$ cat config.mk
export PLATFORM = sky130hd
export DESIGN_NAME = bsg_demuxi2_buffered
export DESIGN_NICKNAME = d
export VERILOG_FILES = /design/src/rtl/bsg_demuxi2_buffered_pkg.sv /design/src/rtl/bsg_two_fifo.sv /design/src/rtl/bsg_demuxi2_buffered.sv
export SDC_FILE = /design/constraint.sdc
export NUM_CORES = 1
export LEC_CHECK = 0
export ABC_AREA = 1
export BUFFER_PORTS_ARGS = -buffer_cell sky130_fd_sc_hd__buf_2
export CAP_MARGIN = 20
export CORE_MARGIN = 2
export CORE_UTILIZATION = 45
export CTS_CLUSTER_DIAMETER = 120
export CTS_CLUSTER_SIZE = 24
export DETAILED_ROUTE_END_ITERATION = 8
export PLACE_DENSITY_LB_ADDON = 0.15
export SLEW_MARGIN = 20
export SYNTH_ARGS = -nofsm -noshare
export SYNTH_HDL_FRONTEND = slang
export SYNTH_SLANG_ARGS = --single-unit
$ cat constraint.sdc
create_clock -name clk_i -period 2.35 [get_ports clk_i]
set_clock_uncertainty 0.1 [all_clocks]
set_input_delay 0 -clock clk_i [delete_from_list [all_inputs] [get_ports clk_i]]
set_output_delay 0 -clock clk_i [all_outputs]
set_load 0.01 [all_outputs]
$ cat src/rtl/bsg_demuxi2_buffered_pkg.sv
// Shared constants for the buffered inverting 1:2 demultiplexer.
//   NumChannels : number of output channels fed by the demux
//   FifoDepth   : entries held by each per-channel output buffer
package bsg_demuxi2_buffered_pkg;

    localparam int unsigned NumChannels = 2;
    localparam int unsigned FifoDepth   = 2;

endpackage

$ cat src/rtl/bsg_two_fifo.sv
// Two-entry in-order FIFO with valid/ready enqueue and valid/yumi dequeue.
// Ports:
//   clk_i, reset_i : clock, synchronous active-high reset (clears occupancy)
//   data_i, v_i    : enqueue word and valid; the word is taken when v_i & ready_o
//   ready_o        : at least one free slot (registered state only)
//   data_o, v_o    : oldest stored word and its valid (count != 0)
//   yumi_i         : consumer takes the head this cycle; only legal while v_o
module bsg_two_fifo
    import bsg_demuxi2_buffered_pkg::*;
#(
    parameter int unsigned width_p = 5
) (
    input  logic               clk_i,
    input  logic               reset_i,
    input  logic [width_p-1:0] data_i,
    input  logic               v_i,
    output logic               ready_o,
    output logic [width_p-1:0] data_o,
    output logic               v_o,
    input  logic               yumi_i
);

    logic [1:0]         count_q, count_d;
    logic               rd_ptr_q, wr_ptr_q;
    logic [width_p-1:0] mem_q [2];
    logic               enq, deq;

    assign ready_o = (count_q != 2'(FifoDepth));
    assign v_o     = (count_q != 2'd0);
    assign data_o  = mem_q[rd_ptr_q];

    assign enq = v_i & ready_o;
    // Gating with v_o keeps state unchanged on an illegal yumi.
    assign deq = yumi_i & v_o;

    always_comb begin
        count_d = count_q;
        unique case ({enq, deq})
            2'b10:   count_d = count_q + 2'd1;
            2'b01:   count_d = count_q - 2'd1;
            default: count_d = count_q;
        endcase
    end

    always_ff @(posedge clk_i) begin
        if (reset_i) begin
            count_q  <= 2'd0;
            rd_ptr_q <= 1'b0;
            wr_ptr_q <= 1'b0;
        end else begin
            count_q <= count_d;
            if (enq) wr_ptr_q <= ~wr_ptr_q;
            if (deq) rd_ptr_q <= ~rd_ptr_q;
        end
    end

    // Storage needs no reset; occupancy alone decides what is valid.
    always_ff @(posedge clk_i) begin
        if (!reset_i && enq) mem_q[wr_ptr_q] <= data_i;
    end

    yumi_needs_valid: assert property (@(posedge clk_i) disable iff (reset_i) yumi_i |-> v_o)
        else $error("bsg_two_fifo: yumi_i asserted while v_o is low");

endmodule

$ cat src/rtl/bsg_demuxi2_buffered.sv
// Streaming 1:2 demultiplexer with optional bit inversion and a 2-entry buffer per output.
// Ports:
//   clk_i, reset_i     : clock, synchronous active-high reset (discards buffered words)
//   data_i, sel_i, v_i : input word, destination channel, valid
//   ready_o            : both channel buffers have a free slot and reset_i is low
//   data0_o, v0_o      : channel 0 head word and valid; yumi0_i consumes it
//   data1_o, v1_o      : channel 1 head word and valid; yumi1_i consumes it
module bsg_demuxi2_buffered
    import bsg_demuxi2_buffered_pkg::*;
#(
    parameter int unsigned width_p  = 5,
    parameter bit          invert_p = 1'b1
) (
    input  logic               clk_i,
    input  logic               reset_i,
    input  logic [width_p-1:0] data_i,
    input  logic               sel_i,
    input  logic               v_i,
    output logic               ready_o,
    output logic [width_p-1:0] data0_o,
    output logic               v0_o,
    input  logic               yumi0_i,
    output logic [width_p-1:0] data1_o,
    output logic               v1_o,
    input  logic               yumi1_i
);

    logic [NumChannels-1:0] fifo_ready;
    logic [NumChannels-1:0] fifo_v_in;
    logic [width_p-1:0]     data_stored;

    // Restores true polarity after an upstream inverting mux stage.
    assign data_stored = invert_p ? ~data_i : data_i;

    // Conservative: a full buffer on either side stalls the input regardless of sel_i.
    assign ready_o = ~reset_i & (&fifo_ready);

    assign fifo_v_in[0] = v_i & ready_o & (sel_i == 1'b0);
    assign fifo_v_in[1] = v_i & ready_o & (sel_i == 1'b1);

    bsg_two_fifo #(
        .width_p (width_p)
    ) u_fifo0 (
        .clk_i   (clk_i),
        .reset_i (reset_i),
        .data_i  (data_stored),
        .v_i     (fifo_v_in[0]),
        .ready_o (fifo_ready[0]),
        .data_o  (data0_o),
        .v_o     (v0_o),
        .yumi_i  (yumi0_i)
    );

    bsg_two_fifo #(
        .width_p (width_p)
    ) u_fifo1 (
        .clk_i   (clk_i),
        .reset_i (reset_i),
        .data_i  (data_stored),
        .v_i     (fifo_v_in[1]),
        .ready_o (fifo_ready[1]),
        .data_o  (data1_o),
        .v_o     (v1_o),
        .yumi_i  (yumi1_i)
    );

    sel_known_when_valid: assert property (@(posedge clk_i) disable iff (reset_i)
        v_i |-> !$isunknown(sel_i))
        else $error("bsg_demuxi2_buffered: sel_i unknown while v_i is high");

endmodule

### After elaboration in Yosys (flattened, before gate mapping)

Memory sizes are Yosys's and may differ from the RTL's. A register that Yosys moved wholly into a read port is not among the register bits.
Index checks and enable logic that the tools add are counted.

* register bits: 8
* RAM bits: 20
* bits of input ports: 11
* word-level logic and storage cells: 51
* memories kept: 2

Memory list
* u_fifo0.mem_q: words 2, width 5, read ports 1, clocked after Yosys merged registers in 1, write ports 1, RTL line bsg_two_fifo.sv:25 `logic [width_p-1:0] mem_q [2];`
* u_fifo1.mem_q: words 2, width 5, read ports 1, clocked after Yosys merged registers in 1, write ports 1, RTL line bsg_two_fifo.sv:25

* add/sub/neg operators: 4
* eq/ne operators: 6
* mux-type cells: 10
* bitwise gates (word level): 15
* reductions and logical operators: 8

Operators with widths (number)
* bitwise AND 1 bit: 8
* 2-to-1 mux 1 bit: 8
* case mux 2 bit (2 select lines): 2
* nonzero test 2 bit: 4
* inverter 1 bit: 6
* inverter 5 bit: 1
* adder 2 x 1 -> 2 bit (second input constant): 2
* equality test 2 x 1 -> 1 bit (second input constant): 2
* equality test 2 bit (second input constant): 2
* inequality test 2 bit (second input constant): 2
* subtractor 2 x 1 -> 2 bit (second input constant): 2
* logical AND 1 bit: 2
* AND reduction 2 bit: 1
* logical NOT 1 bit: 1

### Longest topological paths before layout

Gate-level depths: netlist of the first run.

* depth after elaboration: 9
* mapped depth: 9
* gate-level depth less buffers: 9

### By module

Synthesis of the first run repeated with hierarchy kept, for this count alone.

* cells, all modules: 118
* area total of the unflattened synthesis: 1303.8 um2

By module, submodules not included
* bsg_two_fifo: instances 2, cells an instance 53, area an instance 628.1 um2, seq. area each 400.4 um2
* bsg_demuxi2_buffered: instances 1, cells an instance 12, area an instance 47.5 um2, seq. area each 0.0 um2

### Least setup slack after synthesis of the first run

No wires, ideal clock.

* path type: register to register
* from: reg u_fifo1.count_q[0]
* to: reg u_fifo1.count_q[1]
* data arrival time: 1.240 ns
* data required time: 2.135 ns
* setup slack: 0.895 ns
* cell stages (with the launch flop): 9
* path buffers: 0
* clock period less this slack: 1.455 ns
* cell sequence: dfxtp_1 -> inv_2 -> nand2_1 -> nand2_1 -> inv_1 -> ha_1 -> or2_1 -> a31oi_1 -> nor2_1

* elaborated cells between the ends (all ways): 14
* those cells by class: add/sub: 2; eq/ne: 3; mux: 1; bitwise: 5; reduce/logical: 3

RTL lines
* start, declared: RTL line bsg_two_fifo.sv:23 `logic [1:0] count_q, count_d;`
* start signal, assigned: RTL line bsg_two_fifo.sv:51 `count_q <= count_d;`
* nonzero test 2 bit *: RTL line bsg_two_fifo.sv:29 `assign v_o = (count_q != 2'd0);`
* via v1_o: RTL line bsg_demuxi2_buffered.sv:24 `output logic v1_o,`
* bitwise AND 1 bit *: RTL line bsg_two_fifo.sv:34 `assign deq = yumi_i & v_o;`
* via u_fifo1.deq: RTL line bsg_two_fifo.sv:26 `logic enq, deq;`
* equality test 2 x 1 -> 1 bit or equality test 2 bit (tied branches): RTL line bsg_two_fifo.sv:38 `unique case ({enq, deq})`
* case mux 2 bit (2 select lines) or nonzero test 2 bit (tied branches)

The timed path passes the listed nets; every way through them passes the cells marked *.
A chain may end at the register's enable or synchronous reset.

### Worst setup path after layout of the first run

* from: reg u_fifo1.count_q[1]
* to: reg u_fifo1.wr_ptr_q

* cells in the longest elaborated chain, start to end: 6

Ends and longest elaborated chain
* inequality test 2 bit *: RTL line bsg_two_fifo.sv:28 `assign ready_o = (count_q != 2'(FifoDepth));`
* AND reduction 2 bit: RTL line bsg_demuxi2_buffered.sv:36 `assign ready_o = ~reset_i & (&fifo_ready);`
* bitwise AND 1 bit: RTL line bsg_demuxi2_buffered.sv:36
* bitwise AND 1 bit (2 in series): RTL line bsg_demuxi2_buffered.sv:39 `assign fifo_v_in[1] = v_i & ready_o & (sel_i == 1'b1);`
* bitwise AND 1 bit *: RTL line bsg_two_fifo.sv:32 `assign enq = v_i & ready_o;`
* end signal, assigned: RTL line bsg_two_fifo.sv:52 `if (enq) wr_ptr_q <= ~wr_ptr_q;`
* end, declared: RTL line bsg_two_fifo.sv:24 `logic rd_ptr_q, wr_ptr_q;`

Every way passes the cells marked *; elsewhere a longest branch is shown, timed or not.

==> results of run 1 <==
## through the flow
| step | total power (uW) | worst slack [ns] | utilization, % |
|---|---|---|---|
| 2_1_floorplan | 725.3 | 0.8951 | - |
| 3_5_place_dp | 779.5 | 0.7601 | 51.79 |
| 3_3_place_gp | 773.6 | 0.8264 | 51.79 |
| 4_1_cts | 1066 | 0.1862 | 58.45 |
| 5_1_grt | 1116 | 0.02239 | 58.45 |
| 6_report | 1053 | 0.1476 | 58.45 |
## cells in the mapped netlist
library cell	number
edfxtp_1	20
inv_1	18
nand2_1	12
dfxtp_1	10
mux2_2	10
nor2_1	7
a21oi_1	6
nand4_1	6
inv_2	3
a31oi_1	2
ha_1	2
nand2_2	2
o21ai_0	2
or2_1	2
a21oi_2	1
nor2_4	1
o21ai_1	1
o21ai_2	1
## routing by layer
layer	global-route usage, %	up-vias	wire length, um
met1	16.39	399	920
met2	26.74	20	1098
met4	8.163	0	30
met3	4.839	4	92
li1	-	450	-
met5	0	-	0
## state kept, by name, indices dropped and copies added, names as in the netlist, named ones only
signal            cells
u_fifo0.wr_ptr_q      1
u_fifo1.mem_q        10
u_fifo0.rd_ptr_q      1
u_fifo1.wr_ptr_q      1
u_fifo0.count_q       2
u_fifo1.rd_ptr_q      1
u_fifo0.mem_q        10
u_fifo1.count_q       2
## kinds of logic (layout without fill, tap and decap cells)
logic type / Yosys count / after routing / share of synthesized area [%]
AO/OA/AOI/OAI: 13 / 13 / 6.067
adder cells (fa/ha/maj): 2 / 2 / 2.022
buffers and inverters: 21 / 65 / 6.370
flip-flops: 30 / 30 / 64.71
multiplexers: 10 / 10 / 9.100
AND/OR/NAND/NOR: 30 / 30 / 11.73
## worst register-to-register path: stages (launching register included)
cell and delay, ns:
dfxtp_1 0.41, inv_1 0.09, nor2_1 0.17, nor2_4 0.07, nand4_1 0.10, dlygate4sd3_1 0.56, nand2_1 0.05, dlygate4sd3_1 0.55
## report_power, final
part | internal [uW] | switching, uW
clock | 106 | 160
combinational | 83.6 | 93.0
sequential | 591 | 18.4
total | 781 | 272
## cell type report
type	count	area, um^2	share of cell area [%]
Tap cell	31	38.79	2.470
Multi-Input combinational cell	55	357.8	22.79
Timing Repair Buffer	36	245.2	15.62
Inverter	21	78.83	5.020
Clock inverter	3	11.26	0.7171
Sequential cell	30	800.8	51.00
Clock buffer	5	37.54	2.390
## worst max-delay path by stage
stage / end / slack (ns) / cells after the start
detailed placement: u_fifo0.count_q[1]$_SDFFE_PP0P_ / 0.76 / 8
finish: u_fifo1.wr_ptr_q$_SDFFE_PP0N_ / 0.15 / 7
CTS: u_fifo1.wr_ptr_q$_SDFFE_PP0N_ / 0.19 / 7
global placement: u_fifo1.count_q[1]$_SDFFE_PP0P_ / 0.83 / 7
floorplan: u_fifo1.count_q[1]$_SDFFE_PP0P_ / 0.90 / 8
global route: u_fifo1.wr_ptr_q$_SDFFE_PP0N_ / 0.02 / 7
==> reports/qor.csv, run 1 <==
stage;metric;value;unit
timing;Worst Tran Pin Value;0.4345;ns
die;area of the core;0.002686;mm^2
cts;CTS resizes;0;
hold_path;hold path depth;2;
timing;Final Hold Vio Count;0;
timing;Slew Viols, Final;0;
synthesis;mean area per synthesized cell;11.67;um^2
cts;setup bufs post-CTS;0;
cts;cts bufs inserted;5;
global_route;first-pass GRT wire length;3629;um
placement;Final GP Congestion;0.7298;
routing;Antenna Nets Post-Route;0;
critical_path;reg-to-reg slack, setup;0.15;ns
timing;worst hold slack;0.3886;ns
routing;routed length per instance;11.83;um
finish;Design Area, Final;0.001570;mm^2
timing;fin crit period;2.202;ns
critical_path;Cell Chain, Critical Path;inv_1, nor2_1, nor2_4, nand4_1, dlygate4sd3_1, nand2_1, dlygate4sd3_1;
global_route;Total GRT Usage;15.36;%
critical_path;critical path's top delay family;buffers and inverters;
global_route;initial antenna violation count;0;
timing;worst rel slew slack;70.93;%
cts;hold-fix buffer count after cts;13;
critical_path;Critical Path AT;2.31;ns
synthesis;Synth warnings;0;
critical_path;slowest CP cell;dlygate4sd3_1;
placement;placed cell area;0.001391;mm^2
cts;CTS tree;yes;
synthesis;Synth area leaders;edfxtp_1 (49%), dfxtp_1 (16%), mux2_2 (9.1%), inv_1 (5.5%), nand2_1 (3.6%);
hold_path;HP Start;u_fifo0.rd_ptr_q$_SDFFE_PP0P_;
synthesis;Synth Register Bits;30;
die;cell row count;19;
critical_path;crit-path max cell delay;0.56;ns
critical_path;CP endpoint kind;register;
routing;Routed WL;2142;um
hold_path;Hold WC Path Type;register to register;
placement;IO Port Bufs;23;
cts;Worst-path clk slew;0.09;ns
placement;# placed instances;160;
timing;RSZ-0062 raised after global routing;no;
routing;drc violations;0;
critical_path;most used cell, CP;dlygate4sd3_1;
critical_path;worst r2r src;u_fifo1.count_q[1]$_SDFFE_PP0P_;
finish;diode count;0;
synthesis;post-synthesis sequential area ratio;64.71;%
die;Starting Density;46.06;%
cts;CTS sink count;30;
synthesis;Synthesized Nets;119;
finish;commonest non-fill, non-tap cell in the layout;buf_2;
pwr;worst IR drop on VDD;0.5133;mV
outcome;run status;complete, no violations;
critical_path;Req. time, crit path;2.45;ns
cts;Clock Latency Late Sink;0.31;ns
timing;Final setup viols;0;
critical_path;crit path kind;register to register;
synthesis;cells after synthesis;106;
finish;highest-count cells in the layout ignoring fill and taps;buf_2 (23), edfxtp_1 (20), inv_1 (18), dlygate4sd3_1 (13), nand2_1 (12);
timing;f_max;0.4541;GHz
die;Die H;56.44;um
cts;clk root buf;clkbuf_4;
pwr;pwr/cell area;670.5;mW/mm^2
synthesis;cell taking the most area after synthesis;edfxtp_1;
routing;DR iter-0 viols;23;
critical_path;CP Launch Type;register;
routing;DRT Pass-1 Iters;4;
finish;Non-Filler Instances;181;
die;IO Count;24;
die;die area;0.003185;mm^2
critical_path;Worst R2R End;u_fifo1.wr_ptr_q$_SDFFE_PP0N_;
finish;Final nets;162;
cts;H-tree levels;2;
synthesis;synthesized area;0.001237;mm^2
global_route;largest net degree at the start of global routing;10;
finish;fraction of layout cells with a size suffix above 1;30.67;%
synthesis;Netlist cell types;18;
placement;Final HPWL DP;1514;um
routing;vias;873;
critical_path;Setup crit start;u_fifo1.count_q[1]$_SDFFE_PP0P_;
die;die width;56.44;um
critical_path;Buf/Inv on CP;3;
routing;routed vias/inst;4.823;
synthesis;area share of the largest cell type after synthesis;48.53;%
job;Max Cap Viol;0;
hold_path;Worst Hold End;u_fifo0.rd_ptr_q$_SDFFE_PP0P_;
finish;Syn-to-layout area delta;26.90;%
critical_path;Crit Path Max Fanout;4;
global_route;vias in the first global route;844;
timing;setup_tns;0;ns
global_route;grt total ovfl;0;
cts;Clock Path Buffers;2;
finish;Filler cells;238;
timing;fin crit share;93.72;%
critical_path;cells on worst reg2reg path;7;
pwr;leak pwr;0.0006829;uW
No activity file was read; power rests on OpenSTA's default activity.
==> inputs of run 2 (changes only) <==
MAX_ROUTING_LAYER = met4   (was not set)
==> reports/qor.csv, run 2 (same netlist as run 1, synthesis figures left out) <==
stage;metric;value;unit;change
critical_path;Worst R2R End;u_fifo1.wr_ptr_q$_SDFFE_PP0N_;;
critical_path;Cell Chain, Critical Path;inv_1, nor2_1, nor2_4, nand4_1, dlygate4sd3_1, nand2_1, dlygate4sd3_1;;
pwr;worst IR drop on VDD;0.5197;mV;+1.2%
die;Starting Density;46.06;%;unchanged
die;cell row count;19;;unchanged
finish;Non-Filler Instances;181;;unchanged
pwr;Net Sw Frac;25.94;%;+0.13 points
pwr;Reg power frac;57.8;%;about the same
critical_path;crit path kind;register to register;;
critical_path;CP Launch Type;register;;
finish;Design Area, Final;0.001570;mm^2;unchanged
critical_path;most used cell, CP;dlygate4sd3_1;;
timing;Final setup viols;0;;unchanged
placement;placed cell area;0.001391;mm^2;unchanged
routing;highest routed metal layer;met4;;
pwr;Internal;781.2;uW;about the same
cts;Worst-path clk slew;0.09;ns;about the same
finish;Syn-to-layout area delta;26.90;%;unchanged
hold_path;HP Start;u_fifo0.rd_ptr_q$_SDFFE_PP0P_;;
placement;IO Port Bufs;23;;unchanged
finish;commonest non-fill, non-tap cell in the layout;buf_2;;
routing;met3 wire length;92;um;unchanged
critical_path;Crit Path Max Fanout;4;;unchanged
outcome;run status;complete, no violations;;
timing;RSZ-0062 raised after global routing;no;;
hold_path;Hold WC Path Type;register to register;;
placement;Final HPWL DP;1514;um;unchanged
critical_path;reg-to-reg slack, setup;0.14;ns;about the same
placement;# placed instances;160;;unchanged
critical_path;slowest CP cell;dlygate4sd3_1;;
timing;f_max;0.4535;GHz;-0.13%
finish;biggest regs;u_fifo0.mem_q (10), u_fifo1.mem_q (10);;
critical_path;cells on worst reg2reg path;7;;unchanged
timing;fin crit share;93.84;%;+0.12 points
critical_path;crit-path max cell delay;0.56;ns;about the same
pwr;leak pwr;0.0006829;uW;unchanged
cts;cts bufs inserted;5;;unchanged
routing;Routed WL;2134;um;-0.37%
finish;fraction of layout cells with a size suffix above 1;30.67;%;unchanged
die;die width;56.44;um;unchanged
routing;DRT Pass-1 Iters;4;;unchanged
cts;CTS tree;yes;;
pwr;pwr/cell area;671.7;mW/mm^2;+0.18%
timing;Slew Viols, Final;0;;unchanged
die;IO Count;24;;unchanged
die;area of the core;0.002686;mm^2;unchanged
global_route;largest net degree at the start of global routing;10;;unchanged
job;Max Cap Viol;0;;unchanged
hold_path;Worst Hold End;u_fifo0.rd_ptr_q$_SDFFE_PP0P_;;
cts;clk root buf;clkbuf_4;;
timing;Final Hold Vio Count;0;;unchanged
pwr;logic gate share of total power;16.8;%;about the same
routing;drc violations;0;;unchanged
critical_path;Critical Path AT;2.31;ns;about the same
global_route;grt total ovfl;0;;unchanged
cts;CTS sink count;30;;unchanged
timing;Worst Tran Pin Value;0.4312;ns;-0.003305 ns
finish;diode count;0;;unchanged
timing;worst rel slew slack;71.15;%;+0.22 points
finish;highest-count cells in the layout ignoring fill and taps;buf_2 (23), edfxtp_1 (20), inv_1 (18), dlygate4sd3_1 (13), nand2_1 (12);;
critical_path;CP endpoint kind;register;;
routing;DR WL met2;1094;um;-0.36%
routing;Antenna Nets Post-Route;0;;unchanged
routing;M1 wire length;917;um;-0.33%
routing;routed length per instance;11.79;um;-0.37%
finish;Final nets;162;;unchanged
global_route;first-pass GRT wire length;3629;um;unchanged
cts;H-tree levels;2;;unchanged
critical_path;Req. time, crit path;2.45;ns;about the same
routing;vias;871;;-0.23%
timing;setup_tns;0;ns;unchanged
timing;fin crit period;2.205;ns;+0.002809 ns
die;die area;0.003185;mm^2;unchanged
routing;DR iter-0 viols;23;;unchanged
global_route;vias in the first global route;842;;-0.24%
global_route;Total GRT Usage;15.79;%;+0.43 points
placement;Final GP Congestion;0.7386;;+1.2%
cts;Clock Latency Late Sink;0.31;ns;about the same
cts;CTS resizes;0;;unchanged
critical_path;worst r2r src;u_fifo1.count_q[1]$_SDFFE_PP0P_;;
pwr;Clk pwr share;25.5;%;+0.2 points
die;Die H;56.44;um;unchanged
pwr;P_sw;273.6;uW;+0.69%
routing;routed vias/inst;4.812;;-0.23%
global_route;initial antenna violation count;0;;unchanged
hold_path;hold path depth;2;;unchanged
cts;Clock Path Buffers;2;;unchanged
-- run 2: layout make-up --
type	count	area, um^2
clock inverter	3	11.26
sequential	30	800.8
multi-input combinational	55	357.8
fill	238	1116
timing repair buffer	36	245.2
clock buffer	5	37.54
inverter	21	78.83
tap	31	38.79
-- run 2: metrics by stage --
stage | utilization (%) | hold WS [ns] | setup WS [ns] | power (uW)
after floorplan | - | 0.05919 | 0.8951 | 725.3
after global placement | 51.79 | 0.2215 | 0.8264 | 773.6
after detailed placement | 51.79 | 0.2262 | 0.7601 | 779.5
after CTS | 58.45 | 0.3883 | 0.1862 | 1066
after global routing | 58.45 | 0.4187 | 0.02239 | 1116
final | 58.45 | 0.3891 | 0.1448 | 1055
-- run 2: power groups by stage --
stage | sequential [uW] | clock [uW] | combinational (uW)
final | 610 | 268 | 177
after global routing | 614 | 306 | 197
after CTS | 610 | 279 | 177
after detailed placement | 622 | 0 | 157
after global placement | 620 | 0 | 153
after floorplan | 617 | 0 | 108
-- run 2: repair_timing --
action	CTS	global route
hold buffers	13	0
buffers inserted	0	0
endpoints found under the hold margin	30	0
-- run 2: worst max-delay path by stage --
stage | to | depth (start not counted) | slack (ns) | startpoint
floorplan | u_fifo1.count_q[1]$_SDFFE_PP0P_ | 8 | 0.90 | u_fifo1.count_q[0]$_SDFFE_PP0P_
finish | u_fifo1.wr_ptr_q$_SDFFE_PP0N_ | 7 | 0.14 | u_fifo1.count_q[1]$_SDFFE_PP0P_
global placement | u_fifo1.count_q[1]$_SDFFE_PP0P_ | 7 | 0.83 | u_fifo1.count_q[0]$_SDFFE_PP0P_
CTS | u_fifo1.wr_ptr_q$_SDFFE_PP0N_ | 7 | 0.19 | u_fifo1.count_q[1]$_SDFFE_PP0P_
detailed placement | u_fifo0.count_q[1]$_SDFFE_PP0P_ | 8 | 0.76 | u_fifo1.count_q[0]$_SDFFE_PP0P_
global route | u_fifo1.wr_ptr_q$_SDFFE_PP0N_ | 7 | 0.02 | u_fifo1.count_q[1]$_SDFFE_PP0P_
-- run 2: metal layers --
layer | track usage (%) | up-vias
met5 | - | -
met4 | 8.163 | 0
met3 | 4.839 | 4
met2 | 26.58 | 20
met1 | 16.54 | 397
li1 | - | 450
-- run 2: critical path, delay by kind of cell (launching register included) --
kind,cells,cell delay [ns]
buffers and inverters,3,1.20
and+or+nand+nor,4,0.39
DFF,1,0.41
